File: src/rtl/data_bus_arbiter_pkg.sv
// Shared constants and types for the two-master data-bus arbiter.
package data_bus_arbiter_pkg;

  localparam int unsigned DATA_W = 32;
  localparam int unsigned BE_W   = 4;

  localparam logic [BE_W-1:0] BE_WORD  = 4'b1111;
  localparam logic            OWNER_M0 = 1'b0;
  localparam logic            OWNER_M1 = 1'b1;

  typedef enum logic [1:0] {
    ST_IDLE  = 2'd0,
    ST_ISSUE = 2'd1,
    ST_WAIT  = 2'd2,
    ST_DONE  = 2'd3
  } busState_t;

  typedef struct packed {
    logic              write;
    logic [BE_W-1:0]   be;
    logic [DATA_W-1:0] addr;
    logic [DATA_W-1:0] data;
  } busTxn_t;

endpackage

File: src/rtl/bus_rr_arbiter.sv
// Two-way grant decision with last-owner memory (round-robin) and an
// M1 starvation counter used when M0 has fixed priority.
module bus_rr_arbiter
  import data_bus_arbiter_pkg::*;
#(
  parameter bit          FAIR         = 1'b1,
  parameter int unsigned STARVE_LIMIT = 8
) (
  input  logic iCLK,
  input  logic iRST,
  input  logic iArb,
  input  logic iM0Req,
  input  logic iM1Req,
  output logic oWinM1_c
);

  localparam int unsigned CNT_W = 4;

  logic             lastOwner;
  logic [CNT_W-1:0] starveCnt;
  logic             conflictWinM1;

  // Only a real conflict consults the policy; a lone requester always wins.
  always_comb begin
    conflictWinM1 = 1'b0;
    if (FAIR) conflictWinM1 = (lastOwner == OWNER_M0);
    else      conflictWinM1 = (starveCnt == CNT_W'(STARVE_LIMIT));
    oWinM1_c = iM1Req & (~iM0Req | conflictWinM1);
  end

  always_ff @(posedge iCLK or negedge iRST) begin
    if (!iRST) begin
      lastOwner <= OWNER_M1;
      starveCnt <= '0;
    end else if (iArb && (iM0Req || iM1Req)) begin
      lastOwner <= oWinM1_c ? OWNER_M1 : OWNER_M0;
      if (oWinM1_c)
        starveCnt <= '0;
      else if (iM1Req && (starveCnt != CNT_W'(STARVE_LIMIT)))
        starveCnt <= starveCnt + CNT_W'(1);
    end
  end

endmodule

File: src/rtl/data_bus_arbiter.sv
// Serialises core (M0) and DMA/loader (M1) accesses onto the single
// data-memory slave port, one transaction in flight.
module data_bus_arbiter
  import data_bus_arbiter_pkg::*;
#(
  parameter int unsigned RD_LATENCY   = 2,
  parameter bit          FAIR         = 1'b1,
  parameter int unsigned STARVE_LIMIT = 8
) (
  input  logic        iCLK,
  input  logic        iRST,
  input  logic        iM0ReadEnable,
  input  logic        iM0WriteEnable,
  input  logic [3:0]  iM0ByteEnable,
  input  logic [31:0] iM0Address,
  input  logic [31:0] iM0WriteData,
  output logic [31:0] oM0ReadData,
  output logic        oM0Wait,
  input  logic        iM1Req,
  input  logic        iM1Write,
  input  logic [3:0]  iM1ByteEnable,
  input  logic [31:0] iM1Address,
  input  logic [31:0] iM1WriteData,
  output logic        oM1Gnt,
  output logic [31:0] oM1ReadData,
  output logic        oM1RdValid,
  output logic        oSReadEnable,
  output logic        oSWriteEnable,
  output logic [3:0]  oSByteEnable,
  output logic [31:0] oSAddress,
  output logic [31:0] oSWriteData,
  input  logic [31:0] iSReadData
);

  localparam int unsigned LAT_W = 3;

  busState_t        state, stateNext;
  busTxn_t          txn, winTxn;
  logic             txnOwner;
  logic [LAT_W-1:0] latCnt;
  logic             m0Req, anyReq, arbNow, winM1;

  assign m0Req  = iM0ReadEnable | iM0WriteEnable;
  assign anyReq = m0Req | iM1Req;
  assign arbNow = (state == ST_IDLE);

  bus_rr_arbiter #(
    .FAIR         (FAIR),
    .STARVE_LIMIT (STARVE_LIMIT)
  ) uArb (
    .iCLK     (iCLK),
    .iRST     (iRST),
    .iArb     (arbNow),
    .iM0Req   (m0Req),
    .iM1Req   (iM1Req),
    .oWinM1_c (winM1)
  );

  // Both M0 enables high resolves to a write.
  always_comb begin
    winTxn = '{write: iM0WriteEnable, be: iM0ByteEnable,
               addr: iM0Address, data: iM0WriteData};
    if (winM1)
      winTxn = '{write: iM1Write, be: iM1ByteEnable,
                 addr: iM1Address, data: iM1WriteData};
  end

  always_comb begin
    stateNext     = state;
    oM1Gnt        = 1'b0;
    oM1RdValid    = 1'b0;
    oSReadEnable  = 1'b0;
    oSWriteEnable = 1'b0;
    oSByteEnable  = '0;
    oSAddress     = '0;
    oSWriteData   = '0;
    // Handshake outputs are forced low while reset is held.
    oM0Wait = iRST & m0Req & !((state == ST_DONE) && (txnOwner == OWNER_M0));
    case (state)
      ST_IDLE: begin
        oM1Gnt = iRST & winM1;
        if (anyReq) stateNext = ST_ISSUE;
      end
      ST_ISSUE: begin
        oSReadEnable  = ~txn.write;
        oSWriteEnable = txn.write;
        oSByteEnable  = txn.be;
        oSAddress     = txn.addr;
        oSWriteData   = txn.data;
        stateNext     = txn.write ? ST_DONE : ST_WAIT;
      end
      ST_WAIT: begin
        if (latCnt == '0) stateNext = ST_DONE;
      end
      ST_DONE: begin
        oM1RdValid = (txnOwner == OWNER_M1) & ~txn.write;
        stateNext  = ST_IDLE;
      end
      default: stateNext = ST_IDLE;
    endcase
  end

  always_ff @(posedge iCLK or negedge iRST) begin
    if (!iRST) begin
      state       <= ST_IDLE;
      txn         <= '0;
      txnOwner    <= OWNER_M0;
      latCnt      <= '0;
      oM0ReadData <= '0;
      oM1ReadData <= '0;
    end else begin
      state <= stateNext;
      if (arbNow && anyReq) begin
        txn      <= winTxn;
        txnOwner <= winM1 ? OWNER_M1 : OWNER_M0;
      end
      // Read data lands on the last WAIT cycle, RD_LATENCY after the strobe.
      if (state == ST_ISSUE) begin
        latCnt <= LAT_W'(RD_LATENCY - 1);
      end else if (state == ST_WAIT) begin
        if (latCnt != '0)
          latCnt <= latCnt - LAT_W'(1);
        else if (txnOwner == OWNER_M0)
          oM0ReadData <= iSReadData;
        else
          oM1ReadData <= iSReadData;
      end
    end
  end

endmodule
File: config.mk
export PLATFORM = sky130hd
export DESIGN_NAME = data_bus_arbiter
export DESIGN_NICKNAME = d
export VERILOG_FILES = /design/src/rtl/data_bus_arbiter_pkg.sv /design/src/rtl/bus_rr_arbiter.sv /design/src/rtl/data_bus_arbiter.sv
export SDC_FILE = /design/constraint.sdc
export NUM_CORES = 1
export LEC_CHECK = 0
export ABC_AREA = 1
export ABC_CLOCK_PERIOD_IN_PS = 2070
export CAP_MARGIN = 20
export CORE_MARGIN = 1
export CORE_UTILIZATION = 28
export DETAILED_ROUTE_END_ITERATION = 8
export SLEW_MARGIN = 20
export SYNTH_ARGS = -nofsm -noshare
export SYNTH_HDL_FRONTEND = slang
export SYNTH_SLANG_ARGS = --single-unit
export TNS_END_PERCENT = 30
File: constraint.sdc
create_clock -name iCLK -period 2.07 [get_ports iCLK]
set_input_delay 0.207 -clock iCLK [delete_from_list [all_inputs] [get_ports iCLK]]
set_output_delay 0.207 -clock iCLK [all_outputs]
set_load 0.03 [all_outputs]
==> results.json <==
{
  "cts_sinks": 140,
  "critPathMaxStageDelay_ns": 0.43,
  "clock_latency_ns": 0.42,
  "whs_ns": 0.360,
  "p_leak_nw": 6.42,
  "totalPowerFinal_mw": 16.9,
  "worstReg2RegStart": "latCnt[0]",
  "start_kind": "flop",
  "yosys.area.top_type": "dfrtp_1",
  "arrival_ns": 1.77,
  "area_growth_pct": 54.8,
  "grt-ovfl-total": 0,
  "hold_class": "input port to flop",
  "hpwl_um": 16800,
  "die_x_um": 163,
  "avgSynthCellArea_um2": 7.01,
  "setup_violations": 0,
  "io-pin-count": 311,
  "num_vias": 7115,
  "drc": 0,
  "final.setup_skew_ns": 0.0118,
  "synth_area_um2": 7260,
  "cap_violations": 0,
  "ys_warn_count": 0,
  "setup_ws_ns": 0.0972,
  "synthMuxAreaShare_pct": 0,
  "netlist_instances": 1036,
  "antenna_left": 0,
  "final_max_slew_viol_count": 0,
  "grt_pass1_wl_um": 36800,
  "viasPerCell": 4.25,
  "max_freq_mhz": 507,
  "design_area_um2": 11200,
  "cp_max_fo": 49,
  "yosysMostFrequentCell": "nand2_1",
  "cts_made_buffers": 17,
  "yosys.area_share.simple_pct": 28.9,
  "die-height_um": 163,
  "synth-xor-area-share_pct": 0,
  "synth_adder_area_share_pct": 1.03,
  "worstPathRequired_ns": 1.86,
  "critical_path_class": "flop to primary output",
  "power.density_nw_per_um2": 1500,
  "ir_drop_mv": 0.745,
  "placed_area_um2": 10600,
  "wl_per_cell_um": 13.7,
  "synth-edff-count": 0,
  "cp_slowest_cell": "dfrtp_1",
  "antenna_found_initial": 1,
  "ys_ff_latch": 140,
  "synth_common_cells": "nand2_1 (355), inv_1 (251), nand3_1 (142)",
  "finalCriticalPeriod_ns": 1.97,
  "min_path_cells": 3,
  "async_flop_share_pct": 100,
  "clockBufferDepth": 2,
  "cts_tree": "yes",
  "synth_compound_area_share_pct": 5.37,
  "drive_gt1_share_pct": 9.91,
  "grt_max_degree": 141,
  "synth_seq_area_share_pct": 48.3,
  "worstMarginPinSlew_ns": 0.774,
  "synth_top_family_by_area": "simple AND/OR/NAND/NOR gates",
  "relSlewSlack_pct": 48.4,
  "cp_cell_sequence": "inv_2 -> ha_4 -> buf_16 -> nand2_1 -> inv_1 -> buf_4",
  "synthDistinctLibCells": 20,
  "r2r_cells": 8,
  "htreeDepth": 4,
  "grt_use_total_pct": 17.6,
  "coreArea_um2": 25300,
  "r2r_setup_slack_ns": 0.28,
  "first_pass_iters": 4,
  "hold_end": "oM1ReadData[15]",
  "synth_top_area_share_pct": 47.9,
  "rsz0062_at_grt": "true",
  "end_kind": "primary output",
  "gp_congestion": 0.820,
  "cts_root_buf": "clkbuf_16",
  "syn_nets": 1216,
  "place_ws_ns": 0.140,
  "rows": 58,
  "drt-total-wl_um": 22900,
  "yosys-top-cells-area": "dfrtp_1 (48%), nand2_1 (18%), inv_1 (13%), nand3_1 (9.8%), o21ai_0 (4.7%)",
  "r2r-end": "oM1ReadData[6]",
  "grt_pass1_vias": 7014,
  "clk_pin_slew_ns": 0.07,
  "status": "finished clean",
  "setup_tns_ns": 0,
  "ys.flop_type": "dfrtp_1",
  "die-area_um2": 26600,
  "hp-start": "iSReadData[15]",
  "start_util_pct": 28.7,
  "hold_viol_final": 0,
  "dr.first_iter.drc_count": 340,
  "numPortBuffers": 310,
  "nNetsFinal": 1509,
  "finalCritPeriodShare_pct": 95.3
}
-- state kept, by name, summed over array words and instances, names as in the netlist --
signal,cells
oM1ReadData,32
oM0ReadData,32
latCnt,3
txnOwner,1
txn,69
uArb.lastOwner,1
state,2
-- cell usage in the layout, fill, tap and decap left out, drive strengths merged --
cell type	Yosys	routed
ha	6	6
clkdlybuf4s50	0	235
or2	1	1
dlygate4sd2	0	6
dfstp	1	1
o211ai	1	1
clkinvlp	0	3
a21oi	1	1
nand4	2	2
nor2	6	6
a211oi	1	1
nand3	142	142
buf	25	87
clkbuf	31	19
diode	0	1
clkinv	0	3
bufinv	0	1
dlygate4sd3	0	1
nand2	355	355
o21ai	71	71
inv	254	261
dfrtp	139	139
-- per-stage QoR --
stage	instances	util [%]
2_1_floorplan	1036	-
3_3_place_gp	1639	41.9
3_5_place_dp	1639	41.9
4_1_cts	1672	44.3
5_1_grt	1673	44.4
6_report	1673	44.4
-- area by class of cell --
type	count	area, um2
sequential	140	3500
clock inverter	14	154
tap	330	413
inverter	254	953
multi-input combinational	586	2610
timing repair buffer	330	3190
fill	2604	14100
clock buffer	18	429
antenna	1	2.50
-- cell families after synthesis --
logic type,Yosys count
buffers and inverters,310
adders and majority gates,6
AOI/OAI and AO/OA,74
and+or+nand+nor,506
DFF,140
-- repair_timing --
item / in CTS / in global routing
endpoints found under the hold margin: 139 / 0
gates resized for setup: 8 / 9
hold buffers: 1 / 0
setup endpoints to repair: 20 / 39
setup buffers: 0 / 0
-- worst max-delay path by stage --
stage | from | end | cells after the start
floorplan | state[0] | oM0Wait | 2
global placement | state[1] | oSReadEnable | 5
detailed placement | state[1] | oSReadEnable | 5
CTS | state[1] | oSAddress[23] | 6
global route | state[1] | oSByteEnable[3] | 6
finish | state[1] | oSAddress[18] | 6
-- metal layers --
layer  global-route usage (%)  vias up  wire length [um]
met2                     30.6      208             11400
li1                         -     3639                 -
met5                        0        -                 0
met1                     21.2     3233              9590
met4                     6.33        0               534
met3                     3.96       35              1320
-- worst max-delay path: cells and delay by family (launching register included) --
family / cells / cell delay [ns]
flip-flops: 1 / 0.43
AND/OR/NAND/NOR: 1 / 0.11
adder cells (fa/ha/maj): 1 / 0.20
buffers and inverters: 4 / 0.56
-- where the power goes --
part / total, mW / switching, mW / internal, mW / leakage (nW)
Clock: 3.03 / 1.33 / 1.71 / 0.278
Sequential: 4.95 / 0.794 / 4.16 / 1.66
Combinational: 8.89 / 5.53 / 3.37 / 4.48
Total: 16.9 / 7.65 / 9.23 / 6.42
(Power assumes the default switching activity.)
